`src/rtl/instr_ctrl_if.sv`:
```
// Handshake and datapath-control bundle between the Simple RISC Machine
// instruction controller (slave side) and whatever loads and starts instructions.
interface instr_ctrl_if;
  logic        s;
  logic        load;
  logic [15:0] in;
  logic        w;
  logic        err;
  logic [2:0]  readnum;
  logic [2:0]  writenum;
  logic [1:0]  vsel;
  logic        loada;
  logic        loadb;
  logic        asel;
  logic        bsel;
  logic        loadc;
  logic        loads;
  logic        write;
  logic [1:0]  shift;
  logic [1:0]  ALUop;
  logic [15:0] sximm5;
  logic [15:0] sximm8;

  modport master (
    output s, load, in,
    input  w, err, readnum, writenum, vsel, loada, loadb, asel, bsel,
           loadc, loads, write, shift, ALUop, sximm5, sximm8
  );

  modport slave (
    input  s, load, in,
    output w, err, readnum, writenum, vsel, loada, loadb, asel, bsel,
           loadc, loads, write, shift, ALUop, sximm5, sximm8
  );
endinterface

```
`src/rtl/instr_ctrl.sv`:
```
// Instruction register, decoder and multi-cycle control FSM for the Simple RISC Machine.
// Optional feature macro: INSTR_CTRL_ILLEGAL_TRAP_EN (illegal opcodes trap into HALT).
module instr_ctrl (
  input logic        clk,
  input logic        reset,
  instr_ctrl_if.slave bus
);

  typedef enum logic [2:0] {
    ST_WAIT      = 3'd0,
    ST_DECODE    = 3'd1,
    ST_WRITE_IMM = 3'd2,
    ST_GET_A     = 3'd3,
    ST_GET_B     = 3'd4,
    ST_ALU       = 3'd5,
    ST_WRITE_REG = 3'd6,
    ST_HALT      = 3'd7
  } state_t;

  state_t      state_r;
  state_t      state_nxt_s;
  logic [15:0] ir_r;

  logic [2:0] opcode_s;
  logic [1:0] op_s;
  logic [2:0] rn_s;
  logic [2:0] rd_s;
  logic [1:0] sh_s;
  logic [2:0] rm_s;

  logic is_mov_imm_s;
  logic is_mov_reg_s;
  logic is_add_s;
  logic is_cmp_s;
  logic is_and_s;
  logic is_mvn_s;
  logic is_alu3_s;

  logic       w_r, w_nxt_s;
  logic [2:0] readnum_r, readnum_nxt_s;
  logic [2:0] writenum_r, writenum_nxt_s;
  logic [1:0] vsel_r, vsel_nxt_s;
  logic       loada_r, loada_nxt_s;
  logic       loadb_r, loadb_nxt_s;
  logic       asel_r, asel_nxt_s;
  logic       bsel_r, bsel_nxt_s;
  logic       loadc_r, loadc_nxt_s;
  logic       loads_r, loads_nxt_s;
  logic       write_r, write_nxt_s;
  logic [1:0] shift_r, shift_nxt_s;
  logic [1:0] aluop_r, aluop_nxt_s;
`ifdef INSTR_CTRL_ILLEGAL_TRAP_EN
  logic       err_r, err_nxt_s;
`endif

  assign opcode_s = ir_r[15:13];
  assign op_s     = ir_r[12:11];
  assign rn_s     = ir_r[10:8];
  assign rd_s     = ir_r[7:5];
  assign sh_s     = ir_r[4:3];
  assign rm_s     = ir_r[2:0];

  assign bus.sximm8 = {{8{ir_r[7]}}, ir_r[7:0]};
  assign bus.sximm5 = {{11{ir_r[4]}}, ir_r[4:0]};

  assign is_mov_imm_s = (opcode_s == 3'b110) && (op_s == 2'b10);
  assign is_mov_reg_s = (opcode_s == 3'b110) && (op_s == 2'b00);
  assign is_add_s     = (opcode_s == 3'b101) && (op_s == 2'b00);
  assign is_cmp_s     = (opcode_s == 3'b101) && (op_s == 2'b01);
  assign is_and_s     = (opcode_s == 3'b101) && (op_s == 2'b10);
  assign is_mvn_s     = (opcode_s == 3'b101) && (op_s == 2'b11);
  assign is_alu3_s    = is_add_s || is_cmp_s || is_and_s;

  // Next-state selection; DECODE always sees the word latched on the WAIT exit edge.
  always_comb begin
    state_nxt_s = state_r;
    case (state_r)
      ST_WAIT: begin
        if (bus.s) state_nxt_s = ST_DECODE;
        else       state_nxt_s = ST_WAIT;
      end
      ST_DECODE: begin
        if (is_mov_imm_s)                    state_nxt_s = ST_WRITE_IMM;
        else if (is_alu3_s)                  state_nxt_s = ST_GET_A;
        else if (is_mov_reg_s || is_mvn_s)   state_nxt_s = ST_GET_B;
`ifdef INSTR_CTRL_ILLEGAL_TRAP_EN
        else                                 state_nxt_s = ST_HALT;
`else
        else                                 state_nxt_s = ST_WAIT;
`endif
      end
      ST_WRITE_IMM: state_nxt_s = ST_WAIT;
      ST_GET_A:     state_nxt_s = ST_GET_B;
      ST_GET_B:     state_nxt_s = ST_ALU;
      ST_ALU: begin
        if (is_cmp_s) state_nxt_s = ST_WAIT;
        else          state_nxt_s = ST_WRITE_REG;
      end
      ST_WRITE_REG: state_nxt_s = ST_WAIT;
`ifdef INSTR_CTRL_ILLEGAL_TRAP_EN
      ST_HALT:      state_nxt_s = ST_HALT;
`else
      ST_HALT:      state_nxt_s = ST_WAIT;
`endif
      default:      state_nxt_s = ST_WAIT;
    endcase
  end

  // Moore outputs for the state being entered, so they can be registered alongside it.
  always_comb begin
    w_nxt_s        = 1'b0;
    readnum_nxt_s  = 3'd0;
    writenum_nxt_s = 3'd0;
    vsel_nxt_s     = 2'b00;
    loada_nxt_s    = 1'b0;
    loadb_nxt_s    = 1'b0;
    asel_nxt_s     = 1'b0;
    bsel_nxt_s     = 1'b0;
    loadc_nxt_s    = 1'b0;
    loads_nxt_s    = 1'b0;
    write_nxt_s    = 1'b0;
    shift_nxt_s    = 2'b00;
    aluop_nxt_s    = 2'b00;
`ifdef INSTR_CTRL_ILLEGAL_TRAP_EN
    err_nxt_s      = 1'b0;
`endif
    case (state_nxt_s)
      ST_WAIT: w_nxt_s = 1'b1;
      ST_WRITE_IMM: begin
        write_nxt_s    = 1'b1;
        writenum_nxt_s = rn_s;
        vsel_nxt_s     = 2'b10;
      end
      ST_GET_A: begin
        loada_nxt_s   = 1'b1;
        readnum_nxt_s = rn_s;
      end
      ST_GET_B: begin
        loadb_nxt_s   = 1'b1;
        readnum_nxt_s = rm_s;
      end
      ST_ALU: begin
        loadc_nxt_s = 1'b1;
        shift_nxt_s = sh_s;
        bsel_nxt_s  = 1'b0;
        // MOV reg reuses ADD with A forced to zero; MVN also ignores A.
        if (opcode_s == 3'b101) aluop_nxt_s = op_s;
        else                    aluop_nxt_s = 2'b00;
        asel_nxt_s  = is_mov_reg_s || is_mvn_s;
        loads_nxt_s = is_cmp_s;
      end
      ST_WRITE_REG: begin
        write_nxt_s    = 1'b1;
        writenum_nxt_s = rd_s;
        vsel_nxt_s     = 2'b00;
      end
`ifdef INSTR_CTRL_ILLEGAL_TRAP_EN
      ST_HALT: err_nxt_s = 1'b1;
`endif
      default: w_nxt_s = 1'b0;
    endcase
  end

  // State, instruction register and registered control outputs.
  always_ff @(posedge clk) begin
    if (reset) begin
      state_r    <= ST_WAIT;
      ir_r       <= 16'h0000;
      w_r        <= 1'b1;
      readnum_r  <= 3'd0;
      writenum_r <= 3'd0;
      vsel_r     <= 2'b00;
      loada_r    <= 1'b0;
      loadb_r    <= 1'b0;
      asel_r     <= 1'b0;
      bsel_r     <= 1'b0;
      loadc_r    <= 1'b0;
      loads_r    <= 1'b0;
      write_r    <= 1'b0;
      shift_r    <= 2'b00;
      aluop_r    <= 2'b00;
`ifdef INSTR_CTRL_ILLEGAL_TRAP_EN
      err_r      <= 1'b0;
`endif
    end else begin
      state_r <= state_nxt_s;
      if ((state_r == ST_WAIT) && bus.load) ir_r <= bus.in;
      else                                  ir_r <= ir_r;
      w_r        <= w_nxt_s;
      readnum_r  <= readnum_nxt_s;
      writenum_r <= writenum_nxt_s;
      vsel_r     <= vsel_nxt_s;
      loada_r    <= loada_nxt_s;
      loadb_r    <= loadb_nxt_s;
      asel_r     <= asel_nxt_s;
      bsel_r     <= bsel_nxt_s;
      loadc_r    <= loadc_nxt_s;
      loads_r    <= loads_nxt_s;
      write_r    <= write_nxt_s;
      shift_r    <= shift_nxt_s;
      aluop_r    <= aluop_nxt_s;
`ifdef INSTR_CTRL_ILLEGAL_TRAP_EN
      err_r      <= err_nxt_s;
`endif
    end
  end

  assign bus.w        = w_r;
  assign bus.readnum  = readnum_r;
  assign bus.writenum = writenum_r;
  assign bus.vsel     = vsel_r;
  assign bus.loada    = loada_r;
  assign bus.loadb    = loadb_r;
  assign bus.asel     = asel_r;
  assign bus.bsel     = bsel_r;
  assign bus.loadc    = loadc_r;
  assign bus.loads    = loads_r;
  assign bus.write    = write_r;
  assign bus.shift    = shift_r;
  assign bus.ALUop    = aluop_r;
`ifdef INSTR_CTRL_ILLEGAL_TRAP_EN
  assign bus.err      = err_r;
`else
  assign bus.err      = 1'b0;
`endif

endmodule

```
`src/flat_wrapper.sv`:
```
// flat-port wrapper written by rule: the top's interface ports become plain ports
module instr_ctrl_flat 
  (clk, reset, bus_s, bus_load, bus_in, bus_w, bus_err, bus_readnum, bus_writenum, bus_vsel, bus_loada, bus_loadb, bus_asel, bus_bsel, bus_loadc, bus_loads, bus_write, bus_shift, bus_ALUop, bus_sximm5, bus_sximm8);
  instr_ctrl_if bus_i ();
  input logic clk;
  input logic reset;
  input wire logic [$bits(bus_i.s)-1:0] bus_s;
  input wire logic [$bits(bus_i.load)-1:0] bus_load;
  input wire logic [$bits(bus_i.in)-1:0] bus_in;
  output wire logic [$bits(bus_i.w)-1:0] bus_w;
  output wire logic [$bits(bus_i.err)-1:0] bus_err;
  output wire logic [$bits(bus_i.readnum)-1:0] bus_readnum;
  output wire logic [$bits(bus_i.writenum)-1:0] bus_writenum;
  output wire logic [$bits(bus_i.vsel)-1:0] bus_vsel;
  output wire logic [$bits(bus_i.loada)-1:0] bus_loada;
  output wire logic [$bits(bus_i.loadb)-1:0] bus_loadb;
  output wire logic [$bits(bus_i.asel)-1:0] bus_asel;
  output wire logic [$bits(bus_i.bsel)-1:0] bus_bsel;
  output wire logic [$bits(bus_i.loadc)-1:0] bus_loadc;
  output wire logic [$bits(bus_i.loads)-1:0] bus_loads;
  output wire logic [$bits(bus_i.write)-1:0] bus_write;
  output wire logic [$bits(bus_i.shift)-1:0] bus_shift;
  output wire logic [$bits(bus_i.ALUop)-1:0] bus_ALUop;
  output wire logic [$bits(bus_i.sximm5)-1:0] bus_sximm5;
  output wire logic [$bits(bus_i.sximm8)-1:0] bus_sximm8;
  assign bus_i.s = bus_s;
  assign bus_i.load = bus_load;
  assign bus_i.in = bus_in;
  assign bus_w = bus_i.w;
  assign bus_err = bus_i.err;
  assign bus_readnum = bus_i.readnum;
  assign bus_writenum = bus_i.writenum;
  assign bus_vsel = bus_i.vsel;
  assign bus_loada = bus_i.loada;
  assign bus_loadb = bus_i.loadb;
  assign bus_asel = bus_i.asel;
  assign bus_bsel = bus_i.bsel;
  assign bus_loadc = bus_i.loadc;
  assign bus_loads = bus_i.loads;
  assign bus_write = bus_i.write;
  assign bus_shift = bus_i.shift;
  assign bus_ALUop = bus_i.ALUop;
  assign bus_sximm5 = bus_i.sximm5;
  assign bus_sximm8 = bus_i.sximm8;
  instr_ctrl u_core (.clk(clk), .reset(reset), .bus(bus_i));
endmodule
```
`config.mk`:
```
export PLATFORM = sky130hd
export DESIGN_NAME = instr_ctrl_flat
export DESIGN_NICKNAME = d
export VERILOG_FILES = /design/src/rtl/instr_ctrl_if.sv /design/src/rtl/instr_ctrl.sv /design/src/flat_wrapper.sv
export SDC_FILE = /design/constraint.sdc
export NUM_CORES = 1
export LEC_CHECK = 0
export BUFFER_PORTS_ARGS = -buffer_cell sky130_fd_sc_hd__buf_2
export CAP_MARGIN = 20
export CORE_UTILIZATION = 39
export DETAILED_ROUTE_END_ITERATION = 8
export PLACE_DENSITY = 0.66
export SYNTH_ARGS = -nofsm -noshare
export SYNTH_HDL_FRONTEND = slang
export SYNTH_SLANG_ARGS = --single-unit
```
`constraint.sdc`:
```
create_clock -name clk -period 1.9 [get_ports clk]
set_input_delay 0.285 -clock clk [delete_from_list [all_inputs] [get_ports clk]]
set_output_delay 0.285 -clock clk [all_outputs]
set_load 0.1 [all_outputs]
```
## Yosys cells after proc, flatten, opt, wreduce, memory -nomap -nowiden

Index checks and enable logic that the tools add are counted.

- $add $sub $neg: 0
- Multiply operators: 0
- Divide/modulo/power cells: 0
- Magnitude comparators: 0
- Eq/ne operators: 17
- Shifts and indexed selects: 0
- Mux-type cells: 14
- Bitwise gates (word level): 2
- Reduce and logical (&&, ||, !) cells: 17

Operator list:

| cell | count |
|---|---|
| 3-bit equality test, second input constant | 9 |
| 3-bit case mux with 6 select lines | 1 |
| 3-bit by 2-bit equality test with 1-bit output, second input constant | 4 |
| 3-bit 2-to-1 mux | 4 |
| 3-bit case mux with 2 select lines | 2 |
| 1-bit logical AND | 7 |
| 3-bit zero test | 2 |
| 1-bit 2-to-1 mux | 6 |
| 3-bit OR reduction | 2 |
| 2-bit equality test, second input constant | 2 |
| 2-bit OR reduction | 2 |
| 3-bit by 1-bit equality test with 1-bit output, second input constant | 1 |
| 1-bit logical OR | 3 |
| 2-bit by 1-bit equality test with 1-bit output, second input constant | 1 |
| 2-bit zero test | 1 |
| 2-bit 2-to-1 mux | 1 |
| 1-bit NOT | 2 |

- Bits in registers: 38
- Latch bits: 0
- Bits in writable memories: 0
- Bits in read-only memories: 0
- Input port bits: 20
- Output and inout bits: 53
- Word-level logic and storage cells: 64
- Memories kept: 0

## Depth between registers and ports, before layout

Gate-level depths: netlist of run 1.

- Depth after elaboration: 10
- Depth in mapped cells: 6
- Depth with buffers taken out: 5

## Worst setup path after synthesis of run 1

No wires, ideal clock.

- Path type: register -> register
- From: register u_core.ir_r[14]
- To: register u_core.writenum_r[2] (netlist: u_core.bus.writenum[2])
- Library setup time: 59 ps
- Arrival time: 1,617 ps
- Required time: 1,841 ps
- Setup slack: 223 ps
- Stages on the path, launching flop included: 6
- Buffers on the path: 0
- Clock period less this slack: 1,677 ps
- Cells stage by stage: dfxtp_1 and3b_4 and3_4 or4_4 nor3_4 a22o_1

- Cells in the longest elaborated chain, start to end: 9
- Elaborated cells between the ends (all ways): 19
- Those cells by class: eq/ne (4); mux (6); reduce/logical (9)

Ends and longest elaborated chain:

| item | line | text |
|---|---|---|
| from (decl) | instr_ctrl.sv:22 | `logic [15:0] ir_r;` |
| from (signal assigned) | instr_ctrl.sv:187 | `if ((state_r == ST_WAIT) && bus.load) ir_r <= bus.in;` |
| from (signal assigned) | instr_ctrl.sv:188 | `else ir_r <= ir_r;` |
| 3-bit equality test (on tied branches) | - |  |
| 1-bit logical AND (on tied branches) | - |  |
| 1-bit logical OR (on tied branches) | instr_ctrl.sv:85, instr_ctrl.sv:72 |  |
| 3-bit 2-to-1 mux / 1-bit logical OR (equally long branches) | instr_ctrl.sv:85, instr_ctrl.sv:72 |  |
| 3-bit 2-to-1 mux | instr_ctrl.sv:84 | `else if (is_alu3_s) state_nxt_s = ST_GET_A;` |
| 3-bit 2-to-1 mux | instr_ctrl.sv:83 | `if (is_mov_imm_s) state_nxt_s = ST_WRITE_IMM;` |
| 3-bit case mux with 6 select lines (*) | instr_ctrl.sv:77 | `case (state_r)` |
| 3-bit equality test / 3-bit by 2-bit equality test with 1-bit output (equally long branches) | instr_ctrl.sv:127 | `case (state_nxt_s)` |
| 3-bit case mux with 2 select lines (*) | instr_ctrl.sv:127 |  |
| to (signal assigned) | instr_ctrl.sv:191 | `writenum_r <= writenum_nxt_s;` |
| to (decl) | instr_ctrl.sv:41 | `logic [2:0] writenum_r, writenum_nxt_s;` |

Mark *: on every way between the ends. The rest lies on a longest branch, timed or not.
A chain may end at the register's enable or synchronous reset.

## Worst setup path after layout of run 1

- From: register u_core.ir_r[11]
- To: register u_core.readnum_r[0] (netlist: u_core.bus.readnum[0])

- Cells in the longest elaborated chain, start to end: 9
- Elaborated cells between the ends (all ways): 21
- Those cells by class: eq/ne (5); mux (6); reduce/logical (10)

Ends and longest elaborated chain:

| item | line | text |
|---|---|---|
| 2-bit equality test, or another cell as far along | instr_ctrl.sv:71 | `assign is_mvn_s = (opcode_s == 3'b101) && (op_s == 2'b11);` |
| 1-bit logical AND (on tied branches) | - |  |
| 1-bit logical OR (on tied branches) | instr_ctrl.sv:85, instr_ctrl.sv:72 |  |
| 3-bit 2-to-1 mux / 1-bit logical OR (equally long branches) | instr_ctrl.sv:85, instr_ctrl.sv:72 |  |
| 3-bit 2-to-1 mux | instr_ctrl.sv:84 |  |
| 3-bit 2-to-1 mux | instr_ctrl.sv:83 |  |
| 3-bit case mux with 6 select lines (*) | instr_ctrl.sv:77 |  |
| 3-bit equality test / 3-bit by 2-bit equality test with 1-bit output (equally long branches) | instr_ctrl.sv:127 |  |
| 3-bit case mux with 2 select lines (*) | instr_ctrl.sv:127 |  |
| to (signal assigned) | instr_ctrl.sv:190 | `readnum_r <= readnum_nxt_s;` |
| to (decl) | instr_ctrl.sv:40 | `logic [2:0] readnum_r, readnum_nxt_s;` |

Marked as above.

==> results of run 1 <==
==> cell type report <==
type                       instances  area share
clock buffer                       5      0.0371
clock inverter                     2      0.0189
inverter                           2     0.00404
multi-input combinational         99       0.307
sequential                        37       0.399
tap                               48      0.0323
timing repair buffer              73       0.202
==> cell usage after synthesis (all sizes together) <==
library cell,count
nand4,1
o211a,1
nor4b,1
and3,6
a21o,1
a31oi,1
or2,1
and4,1
inv,2
nand2,36
and2,3
or4,1
and3b,1
a21boi,2
or4b,1
nand4b,1
clkbuf,3
nor2,4
buf,37
o31a,1
nor3,3
nor2b,3
nand3b,1
nor4,1
conb,1
dfxtp,37
o311a,1
a22o,6
a21oi,18
==> per-layer routing <==
layer | part of all wire | up-vias | global-route usage | wire length (microns)
li1 | - | 636 | - | -
met4 | 0.025 | 0 | 0.0978 | 74
met5 | 0 | - | 0 | 0
met3 | 0.059 | 5 | 0.0362 | 174
met2 | 0.45 | 39 | 0.224 | 1350
met1 | 0.46 | 523 | 0.179 | 1370
==> sequential cells by signal, summed over array words and instances (netlist names), 2 cells and up <==
register / flops
u_core.bus.ALUop: 2
u_core.bus.readnum: 3
u_core.bus.shift: 2
u_core.bus.writenum: 3
u_core.ir_r: 16
u_core.state_r: 3
==> logic make-up after synthesis <==
group                  after synthesis
AND/OR/NAND/NOR                     65
buffers and inverters               42
flip-flops                          37
AO/OA/AOI/OAI                       31
other                                1
==> critical path, delay by kind of cell (launching register included) <==
family	cells	cell delay (ns)
and+or+nand+nor	1	0.53
DFF	1	0.36
AOI/OAI and AO/OA	4	0.88
==> where the power goes <==
part | internal [mW] | switching (mW)
Combinational | 0.0758 | 0.415
Sequential | 0.801 | 0.0305
Clock | 0.381 | 0.255
==> timing repair <==
action,4_1_cts,5_1_grt
endpoints found under the hold margin,0,0
hold buffers,0,0
setup endpoints to repair,0,1
buffers inserted,0,0
==> stage by stage <==
stage | total power, mW | cells
global placement | 1.34 | 259
detailed placement | 1.34 | 259
global route | 2.03 | 266
CTS | 1.98 | 266
finish | 1.96 | 266
floorplan | 1.32 | 178
==> how the worst max path moves through the flow <==
stage                          startpoint                     end  slack (ns)  cells past startpoint
after global routing      u_core.ir_r[12]   u_core.bus.readnum[0]        0.01                      5
after floorplan           u_core.ir_r[14]  u_core.bus.writenum[2]        0.22                      5
after CTS                 u_core.ir_r[11]   u_core.bus.readnum[0]        0.07                      5
after detailed placement  u_core.ir_r[11]   u_core.bus.readnum[0]        0.09                      5
after global placement    u_core.ir_r[12]   u_core.bus.readnum[1]        0.15                      5
final                     u_core.ir_r[11]   u_core.bus.readnum[0]        0.08                      5
==> run_results.csv, run 1 <==
group,metric,value,unit
run_status,status,"finished, final reports clean",
placement,place_ws,0.0859,ns
layout,fill_cells,391,
die,dieArea,4330,sq um
global_route,grt_start_max_net_pins,19,
placement,placed_cell_area,1750,sq um
yosys,synthTopCellsByArea,"sky130_fd_sc_hd__dfxtp_1 47%, sky130_fd_sc_hd__buf_4 17%, sky130_fd_sc_hd__nand2_1 8.5%",
yosys,synth_simple_gate_area_share,0.221,
yosys,post_synth.cell_area_avg,9.02,sq um
die,placementRows,22,
clock_network,cts.reportedPaths.clkPinSlew,0.07,ns
clock_network,clock_sinks,37,
clock_network,cts_root_buf,"sky130_fd_sc_hd__clkbuf_8",
global_route,number_of_antenna_violations_at_the_first_check_in_global_routing,0,
power,vdd_drop_max,497,uV
critical_path,r2r.worst_path.cells,5,
placement,hpwl_dp,2290,microns
hold_path,hold_path_end,"u_core.ir_r[0]",
timing,fmax,551,MHz
critical_path,required,2.13,ns
clock_network,tritoncts_clock_tree,"built",
hold_path,whs_path_depth,3,
layout,register_area,741,sq um
die,core,3770,sq um
die,floorplan.die.height,65.8,microns
clock_network,numCtsBuffers,5,
route,vias,1203,
yosys,synth-warning-count,0,
layout,drive_above_1_share,0.408,
critical_path,startpoint_of_the_worst_slack_reg_to_reg_timing_path,"u_core.ir_r[11]",
hold_path,worst_hold_startpoint,"bus_in[0]",
yosys,synth-seq-area-share,0.467,
route,drt_first_iter_violations,49,
timing,hold_ws,0.233,ns
timing,setup_viol,0,
clock_network,clk_lat_worst_skew,0.28,ns
critical_path,critical_path.max_stage_delay,0.53,ns
placement,gpl.final_weighted_congestion,0.792,
global_route,globalRoute.totalOverflow,0,
critical_path,path_max_fanout,7,
critical_path,crit_path_cell_trace,"or4b_1 -> a21boi_1 -> o211a_2 -> o311a_1 -> a22o_1",
timing,finalHoldViolations,0,
critical_path,timing.critical_path.slowest_stage_cell,"sky130_fd_sc_hd__or4b_1",
die,die_w,65.8,microns
clock_network,max-clock-path-buffers,2,
layout,layout.cell_area.non_filler,1860,sq um
yosys,postSynthRegisterBits,37,
timing,setup_tns,0,ns
route,drtAntennaViolNets,0,
hold_path,min_delay_worst_type,"input port to register",
yosys,synth_xor_area_frac,0,
yosys,yosys.area_share.adder,0,
yosys,syn_inst,176,
clock_network,cts_htree_levels,2,
timing,finalCritPeriodShare,0.955,
layout,final_nets,238,
power,power_density,1050,nW/um^2
yosys,synthesis.area,1590,sq um
layout,multi_input_comb_area,569,sq um
route,detail_route.wl_per_cell,11.2,microns
placement,numPortBuffers,69,
clock_network,cts_resized,0,
yosys,synth_top_area_cell,"sky130_fd_sc_hd__dfxtp_1",
global_route,wire_length_of_the_first_global_routing_pass,4620,microns
die,start_util,0.421,
route,drt-pass1-iter-count,4,
power,cellLeakagePower,0.942,nW
timing,maxSlewViolCount,0,
yosys,multiplexer_fraction_of_the_synthesized_cell_area,0,
layout,final_core_utilization,0.492,
timing,finalClockSkew,0.00564,ns
route,postRouteWirelength,2970,microns
global_route,grt_use_total,0.146,
global_route,first_global_vias,1036,
yosys,yosys.area.top_type_share,0.467,
layout,n_antenna_cell,0,
timing,setup_slack,0.0849,ns
yosys,post_synth_num_cell_types,34,
critical_path,cp_data_arrival_time,2.05,ns
yosys,synth_compound_gate_area_share,0.126,
critical_path,setup.worst_path.end_class,"register",
layout,flow.area_growth_from_synthesis,16.9,%
critical_path,crit-reg2reg-capture,"u_core.bus.readnum[0]",
timing,rsz0062_at_grt,"false",
layout,layout.cells.most_common,"sky130_fd_sc_hd__buf_2",
route,routed_via_density,4.52,
critical_path,critical_path_class,"register to register",
critical_path,timing.critical_path.from_type,"register",
layout,final_cell_mix,"69 x sky130_fd_sc_hd__buf_2, 37 x sky130_fd_sc_hd__dfxtp_1, 36 x sky130_fd_sc_hd__nand2_1",
yosys,largest_family_of_logic_cells_by_synthesized_area,"simple AND/OR/NAND/NOR gates",
critical_path,r2r_setup_slack,0.08,ns
route,route.detailed.drc,0,
die,pin_count,73,
timing,finalWorstPathRequiredPeriod,1.82,ns
flow_run,max_cap_viol,0,
No activity file was read; power rests on OpenSTA's default activity.
==> run 2, diff against run 1 <==
Settings changed: PLACE_DENSITY 0.66 to 0.71, SLEW_MARGIN set to 20.
==> run 2 against run 1 <==
  * Die area unchanged
  * Wire length up 3.7%
  * Highest routed layer unchanged
  * Largest cell class unchanged
  * Critical path type unchanged
  * Sequential power about the same
==> run_results.csv, run 2 (synthesis results as in run 1) <==
group,metric,value,unit
global_route,first_global_vias,1090,
route,drtAntennaViolNets,0,
die,floorplan.die.height,65.8,microns
die,dieArea,4330,sq um
power,total_power,1.85,mW
placement,placed_cell_area,1760,sq um
clock_network,max-clock-path-buffers,2,
clock_network,clk_lat_worst_skew,0.29,ns
layout,max_flop_register,"u_core.ir_r",
die,start_util,0.421,
clock_network,cts.reportedPaths.clkPinSlew,0.07,ns
die,pin_count,73,
global_route,wire_length_of_the_first_global_routing_pass,4770,microns
power,switching_power,716,uW
layout,largest_register_ffs,16,
timing,finalClockSkew,0.00426,ns
layout,drive_above_1_share,0.414,
critical_path,setup.worst_path.end_class,"register",
route,drt-pass1-iter-count,4,
timing,setup_tns,0,ns
global_route,globalRoute.totalOverflow,0,
clock_network,cts_root_buf,"sky130_fd_sc_hd__clkbuf_8",
route,detail_route.wl_per_cell,11.5,microns
clock_network,clock_sinks,37,
power,cellLeakagePower,0.938,nW
timing,setup_viol,0,
route,routed_via_density,4.67,
power,share_comb_of_total_power,0.268,
critical_path,required,2.14,ns
critical_path,timing.critical_path.from_type,"register",
clock_network,cts_htree_levels,2,
global_route,grt_start_max_net_pins,19,
layout,layout.cells.most_common,"sky130_fd_sc_hd__buf_2",
placement,hpwl_dp,2320,microns
clock_network,tritoncts_clock_tree,"built",
route,drt_first_iter_violations,35,
global_route,number_of_antenna_violations_at_the_first_check_in_global_routing,0,
global_route,grt_use_total,0.148,
power,switching_share,0.388,
clock_network,numCtsBuffers,5,
placement,numPlacedInstances,260,
timing,finalWorstPathRequiredPeriod,1.78,ns
power,vdd_drop_max,371,uV
power,p_seq_frac,0.450,
die,placementRows,22,
critical_path,critical_path_class,"register to register",
critical_path,cp_data_arrival_time,2.02,ns
power,power.share.clock,0.282,
timing,finalHoldViolations,0,
clock_network,cts_hold_repair.buffers,0,
flow_run,max_cap_viol,0,
die,core,3770,sq um
timing,fmax,560,MHz
placement,numPortBuffers,69,
power,internal_power,1.13,mW
die,die_w,65.8,microns
hold_path,min_delay_worst_type,"input port to register",
route,vias,1252,
clock_network,post_cts_setup_inserts,0,
run_status,status,"finished, final reports clean",
route,route.detailed.drc,0,
layout,final_nets,239,
layout,final_cell_mix,"69 x sky130_fd_sc_hd__buf_2, 37 x sky130_fd_sc_hd__dfxtp_1, 36 x sky130_fd_sc_hd__nand2_1",
timing,rsz0062_at_grt,"false",
layout,layout.cell_area.non_filler,1850,sq um
timing,finalCritPeriodShare,0.939,
power,power_density,996,nW/um^2
critical_path,path_max_fanout,7,
layout,n_antenna_cell,0,
clock_network,cts_resized,0,
placement,gpl.final_weighted_congestion,0.810,
timing,maxSlewViolCount,0,
layout,fin_cells,268,
route,postRouteWirelength,3080,microns
layout,flow.area_growth_from_synthesis,16.8,%
==> run 2: through the flow <==
stage | hold WS (ns) | setup slack [ns] | util
final | 0.227 | 0.115 | 0.492
after global routing | 0.231 | 0.00695 | 0.492
after CTS | 0.225 | 0.0592 | 0.490
after detailed placement | 0.463 | 0.0851 | 0.467
after global placement | 0.463 | 0.158 | 0.467
after floorplan | 0.421 | 0.223 | -
==> run 2: power groups by stage <==
stage / clock network [mW] / logic, mW / registers, mW
global placement: 0 / 0.495 / 0.848
global route: 0.572 / 0.514 / 0.836
CTS: 0.534 / 0.497 / 0.831
finish: 0.521 / 0.495 / 0.831
floorplan: 0 / 0.461 / 0.858
detailed placement: 0 / 0.496 / 0.849
==> run 2: metal layers <==
layer | vias to the layer above | global-route usage | wire length, microns
met5 | - | 0 | 0
met4 | 0 | 0.0761 | 58
met3 | 6 | 0.0500 | 192
met2 | 42 | 0.228 | 1420
met1 | 564 | 0.180 | 1400
li1 | 640 | - | -
==> run 2: cell type report <==
cell class / instances / area, sq um
fillers: 385 / 1920
flip-flops and latches: 37 / 741
multi-input cells: 99 / 577
repair buffers: 74 / 383
clock buffers: 5 / 68.8
well taps: 48 / 60.1
clock inverters: 3 / 17.5
inverters: 2 / 7.51
==> run 2: path summary, 6_finish.rpt <==
kind / startpoint / to / slack, ns / cells after the start
min reg2reg: u_core.ir_r[6] / u_core.ir_r[6] / 0.47 / 2
max: u_core.ir_r[14] / u_core.bus.writenum[1] / 0.12 / 5
max reg2reg: u_core.ir_r[14] / u_core.bus.writenum[1] / 0.12 / 5
min: bus_in[15] / u_core.ir_r[15] / 0.23 / 3
==> run 2: critical path, cell delays in order (launching register included) <==
cell	delay, ns
sky130_fd_sc_hd__dfxtp_1	0.39
sky130_fd_sc_hd__and3b_4	0.25
sky130_fd_sc_hd__and3_4	0.17
sky130_fd_sc_hd__or4_4	0.52
sky130_fd_sc_hd__nor3_4	0.26
sky130_fd_sc_hd__a22o_1	0.15
==> run 3, diff against run 2 <==
Settings changed: PLACE_DENSITY 0.71 to 0.73.
Clock period 1.9 ns to 1.45 ns, I/O delays scaled along.
==> run 3 against run 2 <==
  * The flow now finishes with violations (setup timing)
  * Hold slack lost 0.066 ns
  * Setup slack lost 0.31 ns
  * Die area is the same
  * Final cell count is 6.0% higher
  * Wire length is 16% higher
  * Clock skew is essentially flat
  * Register-to-register slack worse by 0.31 ns
  * Largest cell class is now non-clock buffers
  * Highest routed layer unchanged
==> run_results.csv, run 3 (synthesis results as in run 1) <==
group,metric,value,unit
route,postRouteWirelength,3580,microns
timing,finalClockSkew,0.00446,ns
run_status,violations,"setup timing",
global_route,number_of_antenna_violations_at_the_first_check_in_global_routing,0,
critical_path,r2r.worst_path.cells,5,
clock_network,max-clock-path-buffers,2,
placement,gpl.final_weighted_congestion,0.816,
timing,finalWorstPathRequiredPeriod,1.64,ns
timing,finalHoldViolations,0,
placement,placed_cell_area,2110,sq um
timing,fmax,610,MHz
timing,setup_tns,-2.34,ns
route,drtAntennaViolNets,0,
critical_path,crit_start,"u_core.ir_r[11]",
power,cellLeakagePower,1.09,nW
critical_path,critical_path.max_stage_delay,0.54,ns
critical_path,r2r_setup_slack,-0.19,ns
layout,final_nets,255,
layout,layout.cells.most_common,"sky130_fd_sc_hd__buf_2",
critical_path,timing.critical_path.slowest_stage_cell,"sky130_fd_sc_hd__or4b_4",
flow_run,max_cap_viol,0,
timing,finalCritPeriodShare,1.13,
critical_path,cp_data_arrival_time,1.87,ns
placement,numPortBuffers,69,
die,core,3770,sq um
power,power_density,1100,nW/um^2
timing,setup_viol,20,
route,vias,1325,
power,vdd_drop_max,684,uV
layout,layout.cell_area.non_filler,2320,sq um
placement,numPlacedInstances,273,
clock_network,clock_sinks,37,
route,drt-pass1-iter-count,4,
layout,fin_cells,284,
placement,hpwl_dp,2510,microns
timing,rsz0062_at_grt,"true",
layout,fill_cells,305,
die,placementRows,22,
global_route,wire_length_of_the_first_global_routing_pass,5330,microns
clock_network,cts_root_buf,"sky130_fd_sc_hd__clkbuf_8",
global_route,first_global_vias,1153,
die,dieArea,4330,sq um
route,drt_first_iter_violations,53,
critical_path,critical_path_class,"register to register",
run_status,status,"complete, but fails checks",
clock_network,cts_hold_repair.buffers,0,
layout,n_antenna_cell,0,
critical_path,path_max_fanout,5,
global_route,grt_start_max_net_pins,19,
critical_path,worst-path-stages,5,
critical_path,cpLargestDelayFamily,"compound AO/OA/AOI/OAI gates",
critical_path,crit_path_cell_trace,"or4b_4 -> a21boi_4 -> o211a_4 -> o311a_4 -> a22o_1",
clock_network,cts.reportedPaths.clkPinSlew,0.07,ns
critical_path,startpoint_of_the_worst_slack_reg_to_reg_timing_path,"u_core.ir_r[11]",
global_route,grt_use_total,0.165,
hold_path,min_delay_worst_type,"input port to register",
route,routed_via_density,4.67,
die,die_w,65.8,microns
layout,flow.area_growth_from_synthesis,46.4,%
layout,largest_register_ffs,16,
clock_network,tritoncts_clock_tree,"built",
global_route,globalRoute.totalOverflow,0,
clock_network,numCtsBuffers,5,
clock_network,clk_lat_worst_skew,0.29,ns
die,floorplan.die.height,65.8,microns
route,route.detailed.drc,0,
critical_path,setup.worst_path.end_class,"register",
critical_path,crit-reg2reg-capture,"u_core.bus.readnum[1]",
critical_path,cp.buffers_inverters,0,
critical_path,critical_path_destination,"u_core.bus.readnum[1]",
timing,setup_slack,-0.190,ns
die,start_util,0.421,
layout,max_flop_register,"u_core.ir_r",
layout,drive_above_1_share,0.504,
clock_network,cts_htree_levels,2,
critical_path,timing.critical_path.from_type,"register",
layout,final_cell_mix,"47 x sky130_fd_sc_hd__buf_2, 36 x sky130_fd_sc_hd__nand2_1, 33 x sky130_fd_sc_hd__dfxtp_1",
critical_path,required,1.68,ns
timing,maxSlewViolCount,0,
route,detail_route.wl_per_cell,12.6,microns
die,pin_count,73,
[run 3: cell count changes in the layout (fill, tap and decap cells not counted), sizes merged]
cell,change
clkbuf,+8
buf,+9
clkinvlp,-1
[run 3: tightest hold or removal path, cell delays in order]
cell,delay [ns]
sky130_fd_sc_hd__buf_2,0.10
sky130_fd_sc_hd__nand2_1,0.05
sky130_fd_sc_hd__a21oi_1,0.05
[run 3: worst min-delay path by stage]
stage / from / end / slack [ns] / depth (start not counted)
4_1_cts: bus_in[14] / u_core.ir_r[14] / 0.16 / 3
3_3_place_gp: bus_in[14] / u_core.ir_r[14] / 0.46 / 3
2_1_floorplan: bus_in[14] / u_core.ir_r[14] / 0.35 / 2
6_report: bus_in[14] / u_core.ir_r[14] / 0.16 / 3
3_5_place_dp: bus_in[14] / u_core.ir_r[14] / 0.46 / 3
5_1_grt: bus_in[3] / u_core.ir_r[3] / 0.16 / 3
[run 3: power by group]
group	switching, mW	total, mW	internal (mW)
registers	0.0338	1.08	1.05
logic	0.587	0.810	0.224
clock network	0.336	0.669	0.332
[run 3: area by class of cell]
class	instances	area [sq um]	share of cell area
Sequential cell	37	748	0.322
Clock inverter	2	10.0	0.00431
Inverter	2	7.51	0.00323
Multi-Input combinational cell	99	648	0.279
Clock buffer	6	72.6	0.0312
Timing Repair Buffer	90	778	0.335
Tap cell	48	60.1	0.0258
[run 3: per-layer routing]
metal  vias up  global-route usage  wire length, microns
li1        675                   -                     -
met1       587               0.198                  1420
met2        58               0.278                  1870
met3         5              0.0379                   253
met4         0              0.0734                    33
met5         -                   0                     0
[run 3: metrics by stage]
stage	utilization	power (mW)	hold WS [ns]	setup WS (ns)
after floorplan	-	1.73	0.346	-0.165
after global placement	0.561	1.89	0.457	-0.201
after detailed placement	0.561	1.89	0.461	-0.245
after CTS	0.597	2.55	0.156	-0.195
after global routing	0.616	2.65	0.160	-0.236
final	0.616	2.56	0.161	-0.190
[run 3: what timing repair did]
action / 4_1_cts / 5_1_grt
gates cloned: 0 / 1
gates resized for setup: 8 / 20
pin swaps: 7 / 3
setup buffers: 1 / 1
endpoints found under the setup margin: 20 / 30
